--- src/rtl/button_sync_bank.sv ---
// Bank of N independent button conditioners: a synchroniser chain, a debounce
// filter and a press / auto-repeat pulse FSM per channel.
module button_sync_bank #(
    parameter int N            = 4,
    parameter int SYNC_STAGES  = 2,
    parameter int DEBOUNCE     = 4,
    parameter int REPEAT_DELAY = 16,
    parameter int REPEAT_RATE  = 8
) (
    input  logic         Clk,
    input  logic         ResetN,
    input  logic [N-1:0] Bi,
    input  logic [N-1:0] RepeatEn,
    output logic [N-1:0] Bo,
    output logic [N-1:0] Held,
    output logic         Any
);
    localparam int DB_W   = $clog2(DEBOUNCE + 1);
    localparam int RT_MAX = (REPEAT_DELAY > REPEAT_RATE) ? REPEAT_DELAY : REPEAT_RATE;
    localparam int RT_W   = $clog2(RT_MAX + 1);

    typedef enum logic [1:0] {IDLE, PRESS, HOLD, REPEAT} state_t;

    for (genvar g = 0; g < N; g++) begin : g_chan
        logic [SYNC_STAGES-1:0] r_sync;
        logic [DB_W-1:0]        r_dbCnt;
        logic                   r_held;
        logic                   w_synced;
        state_t                 r_state;
        state_t                 w_stateNext;
        logic [RT_W-1:0]        r_timer;
        logic [RT_W-1:0]        w_timerNext;
        logic [RT_W-1:0]        w_timerInc;
        logic                   r_bo;
        logic                   w_boNext;

        assign w_synced = r_sync[SYNC_STAGES-1];

        // Held only flips after DEBOUNCE consecutive disagreeing samples.
        always_ff @(posedge Clk) begin
            if (!ResetN) begin
                r_sync  <= '0;
                r_dbCnt <= '0;
                r_held  <= 1'b0;
            end else begin
                r_sync <= {r_sync[SYNC_STAGES-2:0], Bi[g]};
                if (w_synced == r_held) begin
                    r_dbCnt <= '0;
                end else if (r_dbCnt >= DB_W'(DEBOUNCE - 1)) begin
                    r_dbCnt <= '0;
                    r_held  <= ~r_held;
                end else begin
                    r_dbCnt <= r_dbCnt + DB_W'(1);
                end
            end
        end

        always_ff @(posedge Clk) begin
            if (!ResetN) begin
                r_state <= IDLE;
                r_timer <= '0;
                r_bo    <= 1'b0;
            end else begin
                r_state <= w_stateNext;
                r_timer <= w_timerNext;
                r_bo    <= w_boNext;
            end
        end

        assign w_timerInc = (r_timer >= RT_W'(RT_MAX)) ? r_timer : r_timer + RT_W'(1);

        // The !r_bo guards keep at least one low cycle between pulses.
        always_comb begin
            w_stateNext = r_state;
            w_timerNext = r_timer;
            w_boNext    = 1'b0;
            if (!r_held) begin
                w_stateNext = IDLE;
                w_timerNext = '0;
            end else begin
                case (r_state)
                    IDLE: begin
                        w_stateNext = PRESS;
                        w_timerNext = '0;
                        w_boNext    = 1'b1;
                    end
                    PRESS: begin
                        w_stateNext = HOLD;
                        w_timerNext = RepeatEn[g] ? w_timerInc : '0;
                    end
                    HOLD: begin
                        if (!RepeatEn[g]) begin
                            w_timerNext = '0;
                        end else if (w_timerInc >= RT_W'(REPEAT_DELAY) && !r_bo) begin
                            w_stateNext = REPEAT;
                            w_timerNext = '0;
                            w_boNext    = 1'b1;
                        end else begin
                            w_timerNext = w_timerInc;
                        end
                    end
                    REPEAT: begin
                        if (!RepeatEn[g]) begin
                            w_stateNext = HOLD;
                            w_timerNext = '0;
                        end else if (w_timerInc >= RT_W'(REPEAT_RATE) && !r_bo) begin
                            w_timerNext = '0;
                            w_boNext    = 1'b1;
                        end else begin
                            w_timerNext = w_timerInc;
                        end
                    end
                    default: begin
                        w_stateNext = IDLE;
                        w_timerNext = '0;
                    end
                endcase
            end
        end

        assign Bo[g]   = r_bo;
        assign Held[g] = r_held;
    end

    assign Any = |Bo;

endmodule

--- config.mk ---
export PLATFORM = sky130hd
export DESIGN_NAME = button_sync_bank
export DESIGN_NICKNAME = d
export VERILOG_FILES = /design/src/rtl/button_sync_bank.sv
export SDC_FILE = /design/constraint.sdc
export NUM_CORES = 1
export LEC_CHECK = 0
export ABC_AREA = 0
export CORE_MARGIN = 5
export CORE_UTILIZATION = 53
export CTS_CLUSTER_SIZE = 12
export DETAILED_ROUTE_END_ITERATION = 10
export PLACE_DENSITY_LB_ADDON = 0.25
export SETUP_SLACK_MARGIN = 0.1
export SLEW_MARGIN = 5
export SYNTH_ARGS = -nofsm -noshare
export SYNTH_HDL_FRONTEND = slang
export SYNTH_SLANG_ARGS = --single-unit
--- constraint.sdc ---
create_clock -name Clk -period 2.6 [get_ports Clk]
set_input_delay 0.52 -clock Clk [delete_from_list [all_inputs] [get_ports Clk]]
set_output_delay 0.52 -clock Clk [all_outputs]
set_load 0.05 [all_outputs]
Word-level counts from Yosys, hierarchy flattened
Index checks and enable logic that the tools add are counted.
{ "op_classes": {"addsub": 8, "order_cmp": 16, "eq_ne": 28, "mux": 64, "bitwise_logic": 9, "n_reduce_logical": 33} }
{ "ops": {"columns": ["cell", "n"], "rows": [
  ["$mux 5", 24],
  ["$pmux 5 s4", 4],
  ["$ge 5x5->1 const B", 8],
  ["$pmux 2 s4", 4],
  ["$mux 2", 12],
  ["$ne 2x2->1 const B", 12],
  ["$add 5x1->5 const B", 4],
  ["$ge 5x4->1 const B", 4],
  ["$eq 2x2->1 const B", 8],
  ["$mux 1", 16],
  ["$reduce_and 2->1", 8],
  ["$add 3x1->3 const B", 4],
  ["$ge 3x2->1 const B", 4],
  ["$pmux 1 s3", 4],
  ["$reduce_and 3->1", 4],
  ["$reduce_or 3->1", 4],
  ["$not 1->1", 9],
  ["$eq 2x1->1 const B", 4],
  ["$logic_and 1x1->1", 8],
  ["$logic_not 2->1", 4],
  ["$eq 1x1->1", 4],
  ["$logic_not 1->1", 4],
  ["$reduce_or 4->1", 1]
]} }
{ "word_totals": {"reg_bits": 56, "input_bits": 10, "output_inout_bits": 9, "word_cells": 182} }

Longest topological paths before layout
Gate-level depths: netlist (run 1).
{ "depth": {"depth_word": 7, "ltp_mapped": 5, "mapped_depth_nobuf": 5} }

Least setup slack after synthesis (run 1)
Ideal clock, no wire load.
{ "synth_path": {"path_type": "register -> output", "from": "register g_chan[0].r_bo", "to": "output port Any", "arrival_ns": 1.098, "required_ns": 2.080, "setup_slack_ns": 0.982, "stages_incl_launch_ff": 2, "path_buffers": 0, "path_cell_list": "dfxtp_1 > or4_1"} }
{ "synth_via": {"elab_chain_len": 1} }
{ "synth_lines": {"columns": ["element", "line_no", "source"], "rows": [
  ["start, declared", "34", "logic r_bo;"],
  ["start signal, assigned", "66", "r_bo <= w_boNext;"],
  ["$reduce_or 4->1", "125", "assign Any = |Bo;"],
  ["end, declared", "16", "output logic Any"]
]} }
Every way passes these cells.

Worst setup path in the final report (run 1)
{ "layout_path": {"from": "register g_chan[0].r_held", "to": "output port Held[0]"} }
{ "layout_lines": {"columns": ["element", "line_no", "source"], "rows": [
  ["start, declared", "27", "logic r_held;"],
  ["start signal, assigned", "51", "r_held <= ~r_held;"],
  ["end, declared", "15", "output logic [N-1:0] Held,"]
]} }
No word-level cell between the ends.

==> key figures, run 1 <==
Die
  – Die area: 6660 sq um
  – Die width: 81.6 um
  – Total core area: 5040 sq um
  – FP Rows: 26
  – Vert. Die Dim: 81.6 um
  – Starting Density: 53.9%
  – Num ports: 19

Flow run
  – Max Cap Violations: 0

Timing
  – Final Hold Vio Count: 0
  – Fin crit period: 2.17 ns
  – Period utilization: 83.3%
  – RSZ-0062 raised after global routing: no
  – Max-slew violations: 0
  – Final setup violation count: 0
  – Final setup skew: 0.00832 ns
  – FMAX: 462 MHz
  – Worst slew pin tran: 0.521 ns
  – Max transition margin: 65.2%
  – WHS: 0.450 ns
  – Setup TNS: 0 ns

Cells and area
  – Area growth from synthesis to layout: 11.0%
  – Inserted Diodes: 0
  – Non-Filler Instances: 368
  – Fillers: 439
  – Final nets: 323
  – Post-layout util: 59.8%
  – Layout cells sized above 1: 5.03%

Route
  – Routed len/inst: 12.6 um
  – Detailed Routing Iterations Pass 1: 4
  – 1st-iter DRT viols: 57
  – Antenna-violating nets left: 0
  – DRT Wirelength: 4650 um
  – Avg Vias per Cell: 5.39
  – DRC Markers: 0
  – Via Count: 1985

Global routing
  – Most used routing layer: met2
  – Largest net degree at the start of global routing: 34
  – First-pass GRT wire length: 8070 um
  – Met1 Resource Use GR: 18.4%
  – GRT Total Usage: 15.4%
  – Global Route met2 Usage: 26.8%
  – GR Util met3: 3.73%
  – Overflow after GRT: 0
  – Initial antenna violation count: 0
  – Vias in the first global route: 1902

Critical path
  – Crit Reg-Reg Startpoint: g_chan[2].r_timer[0]
  – Worst setup path end: Held[0]
  – CP startpoint: g_chan[0].r_held
  – CP max stage delay: 0.86 ns
  – WP data required: 2.08 ns
  – CP max FO: 7
  – Reg2Reg Depth: 4
  – Crit path DAT: 1.65 ns
  – Flop-to-flop setup slack: 1.00 ns
  – CP max-delay cell: clkdlybuf4s50_1
  – Worst path bufs/invs: 1
  – Number of cells on the critical path: 1
  – Worst path top cell family by delay: buffers and inverters
  – R2R Path End: g_chan[2].r_timer[1]
  – CP Launch Type: register
  – Crit end category: primary output
  – Critical path cell sequence: clkdlybuf4s50_1
  – Crit path kind: reg2out

Clock tree
  – CTS Sinks: 56
  – Skew-Pair Late Insertion Delay: 0.31 ns
  – Htree depth: 2
  – Post-CTS Setup Repair Bufs: 0
  – Clk slew on worst S/H paths: 0.10 ns
  – Clock Tree Buf Depth: 2
  – Root buffer cell: clkbuf_8
  – CTS Buf Count: 5
  – CTS tree: built

Synth
  – Post-synth EDFFs: 0
  – Post-synth top area cell: dfxtp_1
  – Mean post-synth cell area: 9.54 sq um
  – Share of the synthesized area in the top cell type: 41.3%
  – Top cells by area, synth: dfxtp_1 (41%), ha_1 (7.4%), mux2i_1 (4.8%)
  – Synth Register Bits: 56
  – Synth Instances: 285
  – Cell area after synthesis: 2720 sq um
  – Post-Syn Nets: 311
  – Top-count cell post-synth: dfxtp_1
  – Sequential share of the synthesized area: 41.3%
  – Synth cell count leaders: dfxtp_1 (56), nor2_1 (25), inv_1 (21)
  – Post-synth ARST share: 0%
  – Count of different cell masters after synthesis: 48
  – Synth warn: 0
  – Top_reg_cell synth: dfxtp_1

Pwr
  – Pleak: 1.19 nW
  – Peak supply drop: 0.307 mV
  – Pwr/cell area: 484 nW/um^2
  – Total Power: 0.00146 W

Placement
  – I/O Buffers: 18
  – Final GP Congestion: 0.779
  – Dpl hpwl: 3430 um
  – Placed cell count: 360

Run status
  – Status: finished clean

Min path
  – Worst Hold Class: reg2reg
[kinds of logic (layout without fill, tap and decap cells)]
group	Yosys count	after routing	share of synthesized area, %
mux	14	14	5.29
xor+xnor	14	14	4.51
fa+ha+maj	16	16	7.37
compound gates	41	41	12.0
simple gates	109	109	23.4
flops	56	56	41.3
buf+inv	35	48	6.12
[cells in the final DEF, fill, tap and decap left out, types with 11 or more instances in the layout]
cell type,synthesis,layout
clkdlybuf4s50_1,0,17
dfxtp_1,56,56
mux2i_1,13,13
nand2b_1,11,11
nor2_1,25,25
ha_1,16,16
nor2b_1,12,12
inv_1,21,21
and2_1,11,11
[cell type report]
cell class | count | area, sq um | share of cell area (%)
clock buffers | 6 | 72.6 | 2.41
clock inverters | 2 | 35.0 | 1.16
inverters | 21 | 78.8 | 2.61
multi-input cells | 194 | 1430 | 47.4
flip-flops and latches | 56 | 1120 | 37.2
well taps | 70 | 87.6 | 2.90
repair buffers | 19 | 190 | 6.31
[how the worst min path moves through the flow]
stage / end / from / cells past startpoint
final: g_chan[2].r_sync[1] / g_chan[2].r_sync[0] / 1
after global routing: g_chan[0].r_dbCnt[0] / g_chan[0].r_dbCnt[0] / 1
after CTS: g_chan[2].r_sync[1] / g_chan[2].r_sync[0] / 1
after detailed placement: g_chan[2].r_sync[1] / g_chan[2].r_sync[0] / 1
after global placement: g_chan[2].r_sync[1] / g_chan[2].r_sync[0] / 1
after floorplan: g_chan[0].r_sync[1] / g_chan[0].r_sync[0] / 1
[flip-flops by register name, summed over array words and instances (netlist names)]
signal / count
g_chan.r_state: 8
g_chan.r_dbCnt: 12
g_chan.r_sync: 8
g_chan.r_bo: 4
g_chan.r_held: 4
g_chan.r_timer: 20
[per-layer routing]
| metal | routed length (um) | vias up |
|---|---|---|
| li1 | - | 1017 |
| met1 | 2220 | 936 |
| met2 | 2170 | 26 |
| met3 | 194 | 6 |
| met4 | 70 | 0 |
| met5 | 0 | - |
[stage by stage]
stage | setup WS [ns] | area, sq um
finish | 0.435 | 3020
global route | 0.357 | 3020
detailed placement | 0.483 | 2910
floorplan | 0.982 | 2720
CTS | 0.124 | 3010
global placement | 0.495 | 2910
[report_power, final]
group | internal [W] | switching [W] | total [W]
combinational | 0.0000198 | 0.0000143 | 0.0000341
sequential | 0.000865 | 0.00000394 | 0.000869
clock | 0.000286 | 0.000270 | 0.000556
[what timing repair did]
item                                    CTS  global route
resized for setup                         0             1
hold buffers                              0             0
hold endpoints to repair                  0             0
endpoints found under the setup margin    0             1
(Power assumes the default switching activity.)
==> run 2: changes to the inputs <==
- clock period: 2.6 -> 2.26 ns (I/O delays scaled with it)
==> run 2 against run 1 <==
Non-clock buffer count unchanged. Critical path depth unchanged. Register-to-register slack worse by 0.27 ns. Utilization down 0.27 points. Die area unchanged. Worst hold slack worse by 0.014 ns. Critical path type unchanged. Largest cell class unchanged. Sequential power up 15%.
==> key figures, run 2 (synthesis gave the netlist of run 1 again) <==
Critical path
  – Crit path kind: reg2out
  – CP Launch Type: register
  – Worst path bufs/invs: 1 (unchanged)
  – Crit end category: primary output
  – WP data required: 1.81 ns (-0.27 ns)
  – CP max FO: 8 (+1)
  – Critical path cell sequence: clkdlybuf4s50_1
  – CP max-delay cell: clkdlybuf4s50_1
  – Worst path top cell family by delay: buffers and inverters
  – Crit path DAT: 1.64 ns (about the same)
  – CP max stage delay: 0.86 ns (about the same)

Die
  – Num ports: 19 (unchanged)
  – Total core area: 5040 sq um (unchanged)
  – FP Rows: 26 (unchanged)
  – Die area: 6660 sq um (unchanged)
  – Die width: 81.6 um (unchanged)
  – Vert. Die Dim: 81.6 um (unchanged)
  – Starting Density: 53.9% (unchanged)

Placement
  – Final GP Congestion: 0.759 (-2.5%)
  – Dpl hpwl: 3340 um (-2.5%)
  – I/O Buffers: 18 (unchanged)
  – Placed cell count: 360 (unchanged)

Cells and area
  – Most common cell after layout, fill and taps aside: dfxtp_1
  – Max FFs per register: 20 (unchanged)
  – Top flop regs: g_chan.r_timer: 20 flops, g_chan.r_dbCnt: 12 flops
  – Inserted Diodes: 0 (unchanged)
  – Fillers: 456 (+3.9%)
  – Area growth from synthesis to layout: 10.5%
  – Non-Filler Instances: 367 (-0.27%)
  – Layout cells sized above 1: 5.39% (+0.35 points)
  – Final nets: 323 (unchanged)
  – Biggest register: g_chan.r_timer
  – Most frequent cells in the layout: dfxtp_1 (56), nor2_1 (25), inv_1 (21)

Global routing
  – GRT Total Usage: 15.5% (+0.074 points)
  – Overflow after GRT: 0 (unchanged)
  – Vias in the first global route: 1894 (-0.42%)
  – Largest net degree at the start of global routing: 32 (-5.9%)
  – Initial antenna violation count: 0 (unchanged)
  – First-pass GRT wire length: 8020 um (-0.52%)

Clock tree
  – Post-cts sizing count: 0 (unchanged)
  – CTS tree: built
  – Clk slew on worst S/H paths: 0.09 ns (about the same)
  – CTS Sinks: 56 (unchanged)
  – Htree depth: 2 (unchanged)
  – Post-CTS Setup Repair Bufs: 0 (unchanged)
  – CTS Hold Buffers Added: 0 (unchanged)
  – Root buffer cell: clkbuf_8
  – Skew-Pair Late Insertion Delay: 0.30 ns (about the same)
  – Clock Tree Buf Depth: 2 (unchanged)
  – CTS Buf Count: 5 (unchanged)

Timing
  – Final setup violation count: 0 (unchanged)
  – Setup TNS: 0 ns (unchanged)
  – Fin crit period: 2.09 ns
  – FMAX: 477 MHz
  – Worst slew pin tran: 0.508 ns (-0.0125 ns)
  – RSZ-0062 raised after global routing: no
  – Final setup skew: 0.00632 ns (-0.00201 ns)
  – Max-slew violations: 0 (unchanged)
  – Max transition margin: 66.0% (+0.83 points)
  – Final Hold Vio Count: 0 (unchanged)
  – Period utilization: 92.7%

Route
  – DRC Markers: 0 (unchanged)
  – Via Count: 1969 (-0.81%)
  – Avg Vias per Cell: 5.37 (-0.54%)
  – 1st-iter DRT viols: 73 (+28%)
  – DRT Wirelength: 4510 um (-3.2%)
  – Antenna-violating nets left: 0 (unchanged)
  – Detailed Routing Iterations Pass 1: 4 (unchanged)
  – Routed len/inst: 12.3 um (-2.9%)

Run status
  – Status: finished clean

Pwr
  – Pleak: 1.19 nW (-0.23%)
  – Peak supply drop: 0.371 mV (+21%)
  – Pwr/cell area: 535 nW/um^2 (+11%)

Min path
  – Worst Hold Class: reg2reg

Flow run
  – Max Cap Violations: 0 (unchanged)
run 2: stage by stage:
stage | utilization (%) | hold WS (ns) | power (W) | setup slack [ns] | instance area, sq um
2_1_floorplan | - | 0.412 | 0.00104 | 0.710 | 2720
3_3_place_gp | 57.6 | 0.415 | 0.00106 | 0.358 | 2900
3_5_place_dp | 57.6 | 0.417 | 0.00106 | 0.298 | 2900
4_1_cts | 59.5 | 0.437 | 0.00163 | 0.135 | 3000
5_1_grt | 59.5 | 0.457 | 0.00168 | 0.101 | 3000
6_report | 59.5 | 0.436 | 0.00161 | 0.165 | 3000
run 2: routing by layer:
layer  vias to the layer above  part of all wire [%]  global-route usage, %
met3                         5                   3.8                   4.28
met5                         -                     0                      0
met2                        23                    45                   24.8
li1                       1019                     -                      -
met1                       922                    49                   19.5
met4                         0                   1.7                   6.48
run 2: final timing paths:
check / slack, ns / endpoint / from / cells past startpoint
max: 0.17 / Held[1] / g_chan[1].r_held / 1
min: 0.44 / g_chan[1].r_sync[1] / g_chan[1].r_sync[0] / 1
max reg2reg: 0.73 / g_chan[2].r_timer[1] / g_chan[2].r_timer[0] / 4
min reg2reg: 0.44 / g_chan[1].r_sync[1] / g_chan[1].r_sync[0] / 1
run 2: final cells by class:
cell class | instances | area [sq um] | share of cell area [%]
multi-input combinational | 194 | 1430 | 47.6
sequential | 56 | 1120 | 37.3
tap | 70 | 87.6 | 2.92
timing repair buffer | 19 | 188 | 6.25
inverter | 21 | 78.8 | 2.63
clock buffer | 7 | 96.3 | 3.21
run 2: power breakdown:
group          switching [W]  total (W)  leakage (nW)  internal, W
combinational      0.0000167  0.0000394         0.682    0.0000228
sequential        0.00000445   0.000999         0.453     0.000995
clock               0.000295   0.000569        0.0503     0.000273
run 2: worst register-to-register path: stages, from the launching register on:
cell	delay (ns)
dfxtp_1	0.34
ha_1	0.23
a31oi_1	0.37
nor3_1	0.15
a2111oi_2	0.35
==> run 3: changes to the inputs <==
- CTS_BUF_LIST: default -> sky130_fd_sc_hd__clkbuf_8 sky130_fd_sc_hd__clkbuf_16
==> results of run 3 <==
The final DEF is identical to that of run 2; final timing and power are the same.
